===== src/rtl/divider_controller_if.sv =====
// ---------------------------------------------------------------------------
// divider_controller_if
//   Configuration handshake between a CSR block (master) and the
//   divider_controller (slave). A request is transferred on any rising edge
//   where cfg_valid and cfg_ready are both high.
//
//   cfg_valid    master -> slave  request valid
//   cfg_ready    slave  -> master controller can accept a request this cycle
//   cfg_divider  master -> slave  requested divide ratio D (BITS wide)
//   cfg_enable   master -> slave  1 = run at cfg_divider, 0 = stop at boundary
//   cfg_error    slave  -> master one-cycle pulse: accepted request had D < 2
// ---------------------------------------------------------------------------
interface divider_controller_if #(
    parameter int BITS = 8
);
    logic            cfg_valid;
    logic            cfg_ready;
    logic [BITS-1:0] cfg_divider;
    logic            cfg_enable;
    logic            cfg_error;

    modport master (
        output cfg_valid,
        output cfg_divider,
        output cfg_enable,
        input  cfg_ready,
        input  cfg_error
    );

    modport slave (
        input  cfg_valid,
        input  cfg_divider,
        input  cfg_enable,
        output cfg_ready,
        output cfg_error
    );
endinterface


===== src/rtl/divider_controller.sv =====
// ---------------------------------------------------------------------------
// divider_controller
//   Runtime-programmable clock divider. Produces a divided clock level and a
//   one-cycle period-end tick from InputCLK. New ratios and start/stop
//   requests are only applied at a period boundary, so OutputCLK never shows
//   a runt pulse.
//
//   Parameters
//     DIV_DEFAULT    ratio loaded at reset (>= 2)
//     BITS           width of the period counter and of cfg_divider
//     START_ENABLED  1: leave reset dividing at DIV_DEFAULT, 0: leave reset idle
//
//   Ports
//     InputCLK   in   single clock, all logic on its rising edge
//     rst        in   synchronous active-high reset
//     cfg        slave modport of divider_controller_if (valid/ready config)
//     OutputCLK  out  divided clock level, registered
//     tick       out  one-cycle pulse coincident with each OutputCLK fall
//     running    out  1 while dividing (including with a request pending)
// ---------------------------------------------------------------------------
module divider_controller #(
    parameter int DIV_DEFAULT   = 10,
    parameter int BITS          = 8,
    parameter int START_ENABLED = 0
) (
    input  logic                   InputCLK,
    input  logic                   rst,
    divider_controller_if.slave    cfg,
    output logic                   OutputCLK,
    output logic                   tick,
    output logic                   running
);

    localparam logic [BITS-1:0] DIV_INIT = BITS'(DIV_DEFAULT);
    localparam logic [BITS-1:0] DIV_MIN  = BITS'(2);

    typedef enum logic [1:0] {
        S_IDLE    = 2'd0,
        S_RUN     = 2'd1,
        S_PENDING = 2'd2
    } state_t;

    localparam state_t RESET_STATE = (START_ENABLED != 0) ? S_RUN : S_IDLE;

    // Registered state
    state_t          state_q;
    logic [BITS-1:0] count_q;
    logic [BITS-1:0] div_q;
    logic            clk_q;
    logic            tick_q;
    logic            err_q;
    logic [BITS-1:0] pend_div_q;
    logic            pend_en_q;

    // Next-state values
    state_t          state_d;
    logic [BITS-1:0] count_d;
    logic [BITS-1:0] div_d;
    logic            clk_d;
    logic            tick_d;
    logic            err_d;
    logic            pend_load;

    logic            ready;
    logic            xfer;
    logic            cfg_bad;
    logic [BITS-1:0] rise_cnt;
    logic [BITS-1:0] last_cnt;
    logic            at_rise;
    logic            at_last;

    // Only a held request blocks new ones; the CSR side can stall on PENDING.
    assign ready   = (state_q != S_PENDING);
    assign xfer    = cfg.cfg_valid & ready;

    // A ratio below 2 is only an error when it asks to run; with enable=0
    // the divider field is ignored and the request is a legal stop.
    assign cfg_bad = cfg.cfg_enable & (cfg.cfg_divider < DIV_MIN);

    // div_q >= 2 always holds, so neither subtraction can underflow.
    assign rise_cnt = (div_q >> 1) - 1'b1;
    assign last_cnt = div_q - 1'b1;
    assign at_rise  = (count_q == rise_cnt);
    assign at_last  = (count_q == last_cnt);

    always_comb begin
        state_d   = state_q;
        count_d   = count_q;
        div_d     = div_q;
        clk_d     = clk_q;
        tick_d    = 1'b0;
        err_d     = xfer & cfg_bad;
        pend_load = 1'b0;

        case (state_q)
            S_IDLE: begin
                count_d = '0;
                clk_d   = 1'b0;
                // enable=0 from IDLE is accepted and dropped.
                if (xfer && cfg.cfg_enable && !cfg_bad) begin
                    div_d   = cfg.cfg_divider;
                    state_d = S_RUN;
                end
            end

            S_RUN, S_PENDING: begin
                if (at_last) begin
                    // Period boundary: the only point where D or the run
                    // state may change.
                    count_d = '0;
                    clk_d   = 1'b0;
                    tick_d  = 1'b1;
                    if (state_q == S_PENDING) begin
                        if (pend_en_q) begin
                            div_d   = pend_div_q;
                            state_d = S_RUN;
                        end else begin
                            state_d = S_IDLE;
                        end
                    end
                end else begin
                    count_d = count_q + 1'b1;
                    if (at_rise) begin
                        clk_d = 1'b1;
                    end
                end

                // A request landing on the boundary edge still waits for
                // the following boundary: the current edge uses old D.
                if (state_q == S_RUN && xfer && !cfg_bad) begin
                    pend_load = 1'b1;
                    state_d   = S_PENDING;
                end
            end

            default: begin
                state_d = S_IDLE;
                count_d = '0;
                clk_d   = 1'b0;
            end
        endcase
    end

    always_ff @(posedge InputCLK) begin
        if (rst) begin
            state_q <= RESET_STATE;
            count_q <= '0;
            div_q   <= DIV_INIT;
            clk_q   <= 1'b0;
            tick_q  <= 1'b0;
            err_q   <= 1'b0;
        end else begin
            state_q <= state_d;
            count_q <= count_d;
            div_q   <= div_d;
            clk_q   <= clk_d;
            tick_q  <= tick_d;
            err_q   <= err_d;
        end
    end

    // Held request payload: only read while in PENDING, which is entered on
    // the same edge it is loaded, so it needs no reset.
    always_ff @(posedge InputCLK) begin
        if (pend_load) begin
            pend_div_q <= cfg.cfg_divider;
            pend_en_q  <= cfg.cfg_enable;
        end
    end

    assign cfg.cfg_ready = ready;
    assign cfg.cfg_error = err_q;
    assign OutputCLK     = clk_q;
    assign tick          = tick_q;
    assign running       = (state_q != S_IDLE);

endmodule


===== src/flat_wrapper.sv =====
// flat-port wrapper written by rule: the top's interface ports become plain ports
module divider_controller_flat 
#(
    parameter int DIV_DEFAULT   = 10,
    parameter int BITS          = 8,
    parameter int START_ENABLED = 0
)
  (InputCLK, rst, OutputCLK, tick, running, cfg_cfg_valid, cfg_cfg_divider, cfg_cfg_enable, cfg_cfg_ready, cfg_cfg_error);
  divider_controller_if #(.BITS(BITS)) cfg_i ();
  input  logic InputCLK;
  input  logic rst;
  output logic OutputCLK;
  output logic tick;
  output logic running;
  input wire logic [$bits(cfg_i.cfg_valid)-1:0] cfg_cfg_valid;
  input wire logic [$bits(cfg_i.cfg_divider)-1:0] cfg_cfg_divider;
  input wire logic [$bits(cfg_i.cfg_enable)-1:0] cfg_cfg_enable;
  output wire logic [$bits(cfg_i.cfg_ready)-1:0] cfg_cfg_ready;
  output wire logic [$bits(cfg_i.cfg_error)-1:0] cfg_cfg_error;
  assign cfg_i.cfg_valid = cfg_cfg_valid;
  assign cfg_i.cfg_divider = cfg_cfg_divider;
  assign cfg_i.cfg_enable = cfg_cfg_enable;
  assign cfg_cfg_ready = cfg_i.cfg_ready;
  assign cfg_cfg_error = cfg_i.cfg_error;
  divider_controller #(.DIV_DEFAULT(DIV_DEFAULT), .BITS(BITS), .START_ENABLED(START_ENABLED)) u_core (.InputCLK(InputCLK), .rst(rst), .cfg(cfg_i), .OutputCLK(OutputCLK), .tick(tick), .running(running));
endmodule

===== config.mk =====
export PLATFORM = sky130hd
export DESIGN_NAME = divider_controller_flat
export DESIGN_NICKNAME = d
export VERILOG_FILES = /design/src/rtl/divider_controller_if.sv /design/src/rtl/divider_controller.sv /design/src/flat_wrapper.sv
export SDC_FILE = /design/constraint.sdc
export NUM_CORES = 1
export LEC_CHECK = 0
export ABC_CLOCK_PERIOD_IN_PS = 2300
export CAP_MARGIN = 20
export CORE_ASPECT_RATIO = 0.7
export CORE_MARGIN = 1
export CORE_UTILIZATION = 46
export DETAILED_ROUTE_END_ITERATION = 16
export GPL_TIMING_DRIVEN = 0
export PLACE_DENSITY = 0.78
export SYNTH_ARGS = -nofsm -noshare
export SYNTH_HDL_FRONTEND = slang
export SYNTH_SLANG_ARGS = --single-unit

===== constraint.sdc =====
create_clock -name InputCLK -period 2.3 [get_ports InputCLK]
set_clock_uncertainty 0.1 [all_clocks]
set_input_delay 0.575 -clock InputCLK [delete_from_list [all_inputs] [get_ports InputCLK]]
set_output_delay 0.575 -clock InputCLK [all_outputs]
set_load 0.01 [all_outputs]

==> results by group <==
Critical path
  • Capturing element type of the critical path: register
  • Kind of launch point of the worst setup path: register
  • Crit Reg-Reg Startpoint: u_core.state_q[0]$_SDFFE_PP0P_
  • Crit Path Category: reg -> reg
  • Crit path required time: 2340 ps
  • Arrival time reported for the critical path endpoint: about 2600 ps
  • Critical path origin: u_core.state_q[0]$_SDFFE_PP0P_
  • Worst-path fanout max: 10

Route
  • Initial DRC count: ~140
  • Total via count in the routed design: ~1600
  • Final WL: 4840 um
  • Met2 routed WL: ~2100 um
  • Length of routed wiring on met1: roughly 2200 um
  • Drt first pass iters: 4
  • Via density: roughly 5.8
  • Wirelength per Cell: about 18 um
  • Remaining antenna violation count after routing: 0
  • Top layer reached by signal wires: met4
  • Number of remaining DRC errors: 0
  • Met3 wire length: 429 um

Global routing
  • Vias in the first global route: approximately 1300
  • Number of antenna violations at the first check in global routing: 0
  • Overall Global Routing Usage: between 20% and 30%
  • First-pass GRT wire length: around 6700 um
  • Maximum number of pins on one net before global-route repair: 11
  • Aggregate global routing overflow: 0

Synth
  • Portion of synthesized cell area occupied by the leading cell type: between 20 and 25%
  • Post-synthesis cell count: approximately 190
  • #FFs+latches synth: 30
  • Async SR Flop Fraction: 0%
  • Post-synthesis cell area: between 0.0015 and 0.002 mm^2
  • Most instantiated library cell after synthesis: sky130_fd_sc_hd__dfxtp_1
  • Mapped Nets: about 210
  • Sequential area share after synthesis: 38.0%
  • Total of warnings raised by yosys: 0
  • Most common library cells after synthesis: sky130_fd_sc_hd__dfxtp_1 (21), sky130_fd_sc_hd__inv_1 (15), sky130_fd_sc_hd__nor2_1 (15)
  • Number of distinct standard cells referenced by the synthesized netlist: 45
  • Avg Cell Area, Syn: 9.42 um^2
  • Number of enable-type register cells in the synthesized netlist: 9
  • Primary flip-flop cell chosen by synthesis mapping: sky130_fd_sc_hd__dfxtp_1
  • Largest cells by area after synthesis: sky130_fd_sc_hd__dfxtp_1 (23%), sky130_fd_sc_hd__edfxtp_1 (15%), sky130_fd_sc_hd__xor2_1 (6.7%)
  • Cell accounting for the most synthesized area: sky130_fd_sc_hd__dfxtp_1

Layout
  • Area of the multi-input gates: 0.00118 mm^2
  • Fill cells: 307
  • Post-Layout Cell Count: roughly 270
  • Layout overhead on the synthesized area: 30.4%
  • Net count, final: 243
  • Area of all sequential standard cells: ~700 um^2
  • Ant. Diodes: 0
  • Share of final-layout standard cells stronger than drive strength 1: approximately 29%

Clock tree
  • Maximum level of the CTS H-tree: 2
  • CTS Hold Bufs: 0
  • Worst-skew pair later-pin latency: 290 ps
  • Number of CTS-inserted buffers: 5
  • CTS sink cnt: 30
  • TritonCTS clock tree: built
  • Root cell of the clock tree: sky130_fd_sc_hd__clkbuf_8
  • Clock transition at the register clock pins on the worst setup and hold paths after CTS: ~70 ps
  • CTS max path bufs: 2

Timing
  • Clock period minus final worst setup slack: 2510 ps
  • Final number of setup-violating endpoints: 3
  • Count of final max-slew check failures: 0
  • Fmax: approximately 400 MHz
  • Unrepaired setup endpoints after global routing: yes
  • Actual slew at the worst max-slew pin: 790 ps
  • Final hold viol count: 0
  • Worst rel slew slack: between 40 and 50%
  • Setup ws final: -209 ps
  • Share of the cycle needed by the critical path after routing: 109%

Job
  • Maximum Capacitance Violations: 0

Run status
  • Status: finished, violations left
  • Violations in the final reports: setup timing

Die
  • Core Area: 0.00365 mm^2
  • Ports: 17
  • Die Outline Area: around 0.0042 mm^2
  • Standard-cell row count: 18
  • Horizontal die dimension: 77.1 um
  • Die boundary height: around 55 um
  • Starting density of the core: 49.8%

Worst hold path
  • Hold Path Origin: u_core.OutputCLK$_SDFFE_PP0N_
  • Worst hold-check path type: reg -> reg

Power
  • Worst voltage drop across the vdd grid: roughly 0.61 mV
  • Pwr/cell area: approximately 1000 mW/mm^2
  • Static power due to leakage: between 0.9 and 1 nW

Placed design
  • Place WS: -449 ps
  • GP Congestion: between 0.8 and 0.9
  • Number of instances in the placed design: approximately 260
  • Placed wire-length estimate after detailed placement: between 2000 and 3000 um
  • Count of input and output buffers: 16
[routing by layer]
metal / vias up / global-route usage (%)
li1: 752 / -
met1: 761 / 32.1
met2: 77 / 29.2
met3: 11 / 7.50
met4: 0 / 6.29
met5: - / 0
[placed cells by master (no fill, tap or decap), types with 7 or more instances in the layout]
cell type and instances:
sky130_fd_sc_hd__dfxtp_1 18, sky130_fd_sc_hd__nor2_1 15, sky130_fd_sc_hd__xor2_1 14, sky130_fd_sc_hd__inv_1 11, sky130_fd_sc_hd__nand3_1 9, sky130_fd_sc_hd__edfxtp_1 9
sky130_fd_sc_hd__buf_4 7, sky130_fd_sc_hd__xnor2_1 7, sky130_fd_sc_hd__nand2_1 7, sky130_fd_sc_hd__nor2b_1 7
[kinds of logic (layout without fill, tap and decap cells)]
family / count (synthesis) / count (layout) / share of synthesized area (%)
flops: 30 / 30 / 38.0
xor+xnor: 23 / 23 / 11.5
compound gates: 35 / 37 / 14.8
buf+inv: 26 / 55 / 7.02
simple gates: 68 / 68 / 21.3
fa+ha+maj: 8 / 8 / 5.51
mux: 3 / 3 / 1.86
[worst paths after layout]
path / end / slack (ps) / cells after the start
hold / removal: u_core.OutputCLK$_SDFFE_PP0N_ / 350 / 2
setup / recovery: u_core.div_q[6]$_SDFFE_PP0P_ / -210 / 7
hold reg to reg: u_core.OutputCLK$_SDFFE_PP0N_ / 350 / 2
setup reg to reg: u_core.div_q[6]$_SDFFE_PP0P_ / -210 / 7
[area by class of cell]
type,instances,share of cell area [%]
clock inverter,2,0.370
sequential,30,29.4
clock buffer,6,3.06
multi-input combinational,139,49.7
inverter,15,2.59
timing repair buffer,23,9.50
tap,50,2.64
buffer,9,2.75
[critical path, stage by stage, from the launching register on]
cell                        delay [ps]
sky130_fd_sc_hd__dfxtp_1           370
sky130_fd_sc_hd__inv_1              90
sky130_fd_sc_hd__ha_2              380
sky130_fd_sc_hd__inv_1             100
sky130_fd_sc_hd__nor2_1             80
sky130_fd_sc_hd__a2111o_1          460
sky130_fd_sc_hd__a2111oi_1         670
sky130_fd_sc_hd__a211oi_2          110
[sequential cells by signal (all words and copies together), names as in the netlist]
name,flops
u_core.count_q,8
u_core.div_q,8
u_core.pend_div_q,8
u_core.state_q,2
u_core.OutputCLK,1
u_core.cfg.cfg_error,1
u_core.pend_en_q,1
u_core.tick,1
[repair_timing]
item / CTS / global route
endpoints found under the setup margin: 29 / 29
resized for setup: 25 / 35
pin swaps: 5 / 15
setup buffers: 3 / 4
gates cloned: 2 / 0
[stage by stage]
step	total power, mW	cell area [um^2]	util (%)	setup TNS, ps	hold WS, ps
6_report	2.42	2370	65.0	-231	348
3_5_place_dp	1.65	2040	55.9	-6330	344
4_1_cts	2.22	2240	61.4	-44.9	354
3_3_place_gp	1.63	2040	55.9	-6110	334
2_1_floorplan	1.43	1820	-	0	370
5_1_grt	2.56	2370	65.0	-808	385
[power breakdown]
part           total (mW)  internal (mW)  switching (mW)
Sequential          0.706          0.639          0.0673
Combinational        1.30          0.546           0.753
Clock               0.413          0.208           0.205
Total                2.42           1.39            1.03
No activity file was read; power rests on OpenSTA's default activity.
==> variant 1, RTL diff (same flow settings) <==
`BITS` is set to 8 in 3 places; all go to 6.
--- a/src/rtl/divider_controller_if.sv
+++ b/src/rtl/divider_controller_if.sv
@@ -13,3 +13,3 @@
 interface divider_controller_if #(
-    parameter int BITS = 8
+    parameter int BITS = 6
 );
--- a/src/rtl/divider_controller.sv
+++ b/src/rtl/divider_controller.sv
@@ -22,3 +22,3 @@
     parameter int DIV_DEFAULT   = 10,
-    parameter int BITS          = 8,
+    parameter int BITS          = 6,
     parameter int START_ENABLED = 0
--- a/src/flat_wrapper.sv
+++ b/src/flat_wrapper.sv
@@ -4,3 +4,3 @@
     parameter int DIV_DEFAULT   = 10,
-    parameter int BITS          = 8,
+    parameter int BITS          = 6,
     parameter int START_ENABLED = 0
Ports: changed (resized cfg_cfg_divider); port bits go from 17 to 15. No check against the original RTL was run, so the function may have changed too.
==> variant 1 against the original RTL <==
- power down 30%
- synthesized cell count is 26% lower
- critical path depth stayed put
- sequential cell count decreased by 6
- worst setup slack improved by 240 ps
- via count fell by 30%
- utilization fell by 4.4 points
- final cell count shrank 27%
- maximum frequency increased by 11%
- final area shrank 28%
- area after synthesis is 24% lower
- clock power fell by 9.4%
- sequential share of layout area increased by 3.2 points
- routed wire length shrank 36%
==> variant 1: results (changes against the original RTL) <==
Outcome
  • Outcome: complete, no violations

Logic synthesis
  • Post-synthesis sequential area ratio: 40.07% (+2.1 points)
  • Synth Net Count: 161 (-24%)
  • Dominant cells by area after synthesis: dfxtp_1 25%, edfxtp_1 15%, ha_1 7.3%, xnor2_1 5.1%, xor2_1 5.1%
  • Commonest cells post-synth: 17 x dfxtp_1, 14 x nor2_1, 12 x inv_1
  • Count of unique library cells instantiated by Yosys: 44 (-2.2%)
  • Number of synthesized flops with an enable pin: 7 (-2)
  • Synthesized area per cell: 9.607 µm² (+2.0%)

Route
  • Vias per cell: 5.610 (-4.0%)
  • Pre-antenna DRT Iters: 4 (unchanged)
  • Total Wirelength: 3.105 mm (-36%)
  • Initial DRC count: 110 (-19%)
  • DR WL/cell: 15.53 µm (-12%)

Global routing
  • Largest net degree at the start of global routing: 15 (+4)
  • Met3 Use GR: 4.286% (-3.2 points)
  • Vias in the first global route: 1002 (-23%)
  • First-pass GRT wire length: 4.885 mm (-27%)
  • Met1 usage: 30.77% (-1.3 points)
  • Initial antenna violation count: 0 (unchanged)
  • Met2 Resource Use GR: 32.40% (+3.2 points)
  • GRT Util Overall: 21.02% (-0.76 points)

Setup path
  • Register-to-register setup slack: 60 ps (+270 ps)
  • Critical Path Source: cfg_cfg_divider[4]
  • CP max stage cell: or4_4
  • CP max stage delay: 420 ps (-250 ps)
  • Crit path max fanout: 6 (-4)
  • Reg2reg start: u_core.div_q[1]

Final layout
  • Nets: 183 (-25%)
  • Largest regs: u_core.count_q: 6 flops, u_core.div_q: 6 flops, u_core.pend_div_q: 6 flops
  • Filler cells: 216 (-30%)
  • Share of cells above drive strength 1: 23.17% (-5.8 points)

Placement
  • Cell Area, Placed: 1562 µm² (-23%)
  • Detailed Place HPWL: 2.217 mm (-21%)
  • Setup WS pre-CTS: -573.4 ps (-124.2 ps)
  • Final Wtd Congestion: 0.8452 (-1.8%)
  • Placed cells: 193 (-25%)
  • I/O Buffers: 14 (-2)

CTS
  • Worst-Skew Late Latency: 270 ps (-20 ps)
  • Post-cts resize count: 23 (-8.0%)
  • Reg clk slew, reported paths: 90 ps (+20 ps)
  • Post-CTS Setup Bufs: 6 (+3)
  • Total CTS buffers: 3 (-2)
  • H-Tree Depth: 1 (-1)

Timing
  • Hold slack final: 408.4 ps (+60.77 ps)
  • Final Cycle Share: 98.70% (-10 points)
  • Max_slew headroom: 63.33% (+16 points)

Power and ir drop
  • Peak VDD IR: 0.5273 mV (-14%)
  • Leak Pwr: 0.6189 nW (-32%)
-- variant 1: changes by cell type after synthesis, sizes merged, moves of 5 or more --
cell,delta
a2111oi,-6
buf,-5
nor2b,-6
xor2,-6
-- variant 1: layout make-up --
class                   instances  area, µm²  share of cell area (%)
plain buffers                   3      12.51                  0.7326
clock buffers                   3      41.29                   2.418
clock inverters                 1      30.03                   1.758
inverters                      12      47.55                   2.784
multi-input cells             101      804.5                   47.11
flip-flops and latches         24      556.8                   32.60
well taps                      36      45.04                   2.637
repair buffers                 20      170.2                   9.963
-- variant 1: worst register-to-register path, cell delays in order (launching register included) --
cell     delay, ps
dfxtp_2        360
inv_4           50
ha_4           250
xor2_1         140
nand2_1        110
nor4_2         320
a31oi_1        180
or3_4          460
o32a_1         170
-- variant 1: layer usage --
layer	wire (µm)	share of wire, %
met1	1506	49
met2	1417	46
met3	163	5.2
met4	17	0.55
met5	0	0
-- variant 1: cell families after synthesis --
logic type / Yosys count / share of synthesized area [%]
adder cells (fa/ha/maj): 8 / 7.286
multiplexers: 6 / 4.554
AO/OA/AOI/OAI: 27 / 15.57
XOR/XNOR: 16 / 10.20
AND/OR/NAND/NOR: 44 / 17.21
buffers and inverters: 18 / 5.100
flip-flops: 24 / 40.07
-- variant 1: report_power, final --
| part | internal (mW) | switching, mW |
|---|---|---|
| clock | 0.233 | 0.141 |
| combinational | 0.334 | 0.400 |
| sequential | 0.504 | 0.0771 |
| total | 1.07 | 0.618 |
-- variant 1: worst paths after layout --
path,to,cells past startpoint
min reg2reg,u_core.OutputCLK,2
max,u_core.div_q[1],7
max reg2reg,u_core.div_q[1],8
min,u_core.OutputCLK,2
==> variant 2, RTL diff (same settings) <==
Without the edit above. Encoding of `state_t`: now one-hot (3 bits for 3 states).
--- a/src/rtl/divider_controller.sv
+++ b/src/rtl/divider_controller.sv
@@ -36,6 +36,6 @@
 
-    typedef enum logic [1:0] {
-        S_IDLE    = 2'd0,
-        S_RUN     = 2'd1,
-        S_PENDING = 2'd2
+    typedef enum logic [2:0] {
+        S_IDLE    = 3'b001,
+        S_RUN     = 3'b010,
+        S_PENDING = 3'b100
     } state_t;
Check against the original RTL: no difference found for any inputs over 10 cycles, from zero or initial values and one cycle with rst high; not proved beyond that.
==> variant 2 against the original RTL <==
- the run still ends with setup timing left
- area after synthesis fell by 1.6%
- maximum frequency up 4.7%
- sequential cell count grew 1
- final area decreased by 0.95%
- routed wire length fell by 12%
- worst setup slack improved by 110 ps
- first-iteration DRC count is 38% lower
- critical endpoint is now u_core.div_q[4]
- hold slack gained 57 ps
- utilization is 0.22 points lower
Power is not compared: it rests on default switching activity, and its combinational part moved more than twofold at a synthesized area within 25%.
==> variant 2: results (changes against the original RTL) <==
Placement
  • Final Wtd Congestion: 0.8119 (-5.7%)
  • Setup WS pre-CTS: -269.7 ps (+179.5 ps)
  • Detailed Place HPWL: 2.642 mm (-5.8%)

Final layout
  • Multi-input gates: 149 (+7.2%)
  • Reg area: 716.9 µm² (+2.9%)
  • Clk tree area frac: 3.412% (-0.020 points)
  • Repair and plain buffers: 38 (+19%)
  • Filler cells: 301 (-2.0%)
  • NonClk Buf Share: 14.13% (+1.9 points)
  • Share of cells above drive strength 1: 29.74% (+0.72 points)
  • Area occupied by multi-input gates: 1124 µm² (-4.6%)
  • Nets: 247 (+1.6%)
  • Signal inverters: 6 (-9)

CTS
  • Clock sink count: 31 (+3.3%)

Timing
  • Min cycle time layout: 2396 ps (-112.9 ps)
  • Final worst slack: -96.30 ps (+112.9 ps)
  • Setup Viol. Count Final: 9 (+6)
  • Worst-Margin Slew: 490.0 ps (-300.5 ps)
  • Setup Total Neg Slack: -667.0 ps (-436.2 ps)

Setup path
  • WP data arrival: 2460 ps (-90 ps)
  • Crit path max fanout: 5 (-5)

Logic synthesis
  • Dominant cells by area after synthesis: dfxtp_1 25%, edfxtp_1 15%, xor2_1 6.4%, nor2_1 5.5%, xnor2_1 5.4%
  • Synth Net Count: 210 (-1.4%)
  • Mux share of post-synthesis cell area: 6.713% (+4.9 points)
  • Number of synthesized flops with an enable pin: 9 (unchanged)
  • Commonest cells post-synth: 26 x nor2_1, 23 x nand2_1, 22 x dfxtp_1, 13 x a21oi_1, 13 x xor2_1
  • Count of unique library cells instantiated by Yosys: 43 (-4.4%)
  • Post-synthesis sequential area ratio: 39.72% (+1.7 points)
  • Post-synthesis adder-cell area fraction: 2.797% (-2.7 points)
  • Compound-Gate Fraction of Synth Area: 8.881% (-5.9 points)

Route
  • Total Wirelength: 4.239 mm (-12%)
  • DR vias: 1513 (-5.5%)
  • Initial DRC count: 84 (-38%)

Global routing
  • Vias in the first global route: 1383 (+6.0%)
  • GRT Util Overall: 21.66% (-0.12 points)
  • First-pass GRT wire length: 6.575 mm (-1.1%)
  • Initial antenna violation count: 0 (unchanged)

Outcome
  • Outcome: finished with violations
  • Failing checks: setup timing
-- variant 2: cell count changes after synthesis, moves of 6 or more --
cell,change
nand2_1,+14
nor2_1,+11
a21oi_1,+9
inv_1,-9
a211oi_1,-6
mux2_2,+6
-- variant 2: path summary, 6_finish.rpt --
path,to,startpoint,depth (start not counted),slack (ps)
worst max register to register,u_core.div_q[4],u_core.div_q[1],9,-100
worst min-delay path,u_core.OutputCLK,u_core.OutputCLK,1,410
worst max-delay path,u_core.div_q[4],u_core.div_q[1],9,-100
worst min register to register,u_core.OutputCLK,u_core.OutputCLK,1,410
-- variant 2: per-stage QoR --
stage          cells  power, mW  hold slack, ps  cell area, µm²
2_1_floorplan    194     0.6810           371.6            1789
3_3_place_gp     260     0.7244           362.9            2012
3_5_place_dp     261     0.7275           365.6            2019
4_1_cts          274      1.147           384.9            2200
5_1_grt          282      1.215           440.4            2347
6_report         282      1.173           405.2            2347
-- variant 2: power by group --
part           internal [mW]  switching (mW)  total [mW]
Sequential             0.571          0.0122       0.583
Combinational         0.0932          0.0883       0.182
Clock                  0.206           0.202       0.408
Total                  0.871           0.303        1.17
-- variant 2: critical path: stages (launching register included) --
cell	delay, ps
dfxtp_4	380
inv_6	50
ha_4	270
xor2_2	150
o211ai_1	160
nor4_4	340
and4b_4	350
o21ai_4	70
buf_6	140
mux2_2	270
-- variant 2: metal layers --
layer / track usage, % / vias up / wire length, µm
met1: 28.60 / 732 / 2080
met4: 10.26 / 0 / 51
met5: 0 / - / 0
li1: - / 734 / -
met3: 4.746 / 6 / 223
met2: 34.53 / 41 / 1882
-- variant 2: what timing repair did --
item / in CTS / in global routing
buffers inserted: 6 / 9
pin swaps: 3 / 10
endpoints found under the hold margin: 0 / 0
setup endpoints to repair: 19 / 17
cloned: 0 / 1
gates resized for setup: 18 / 24
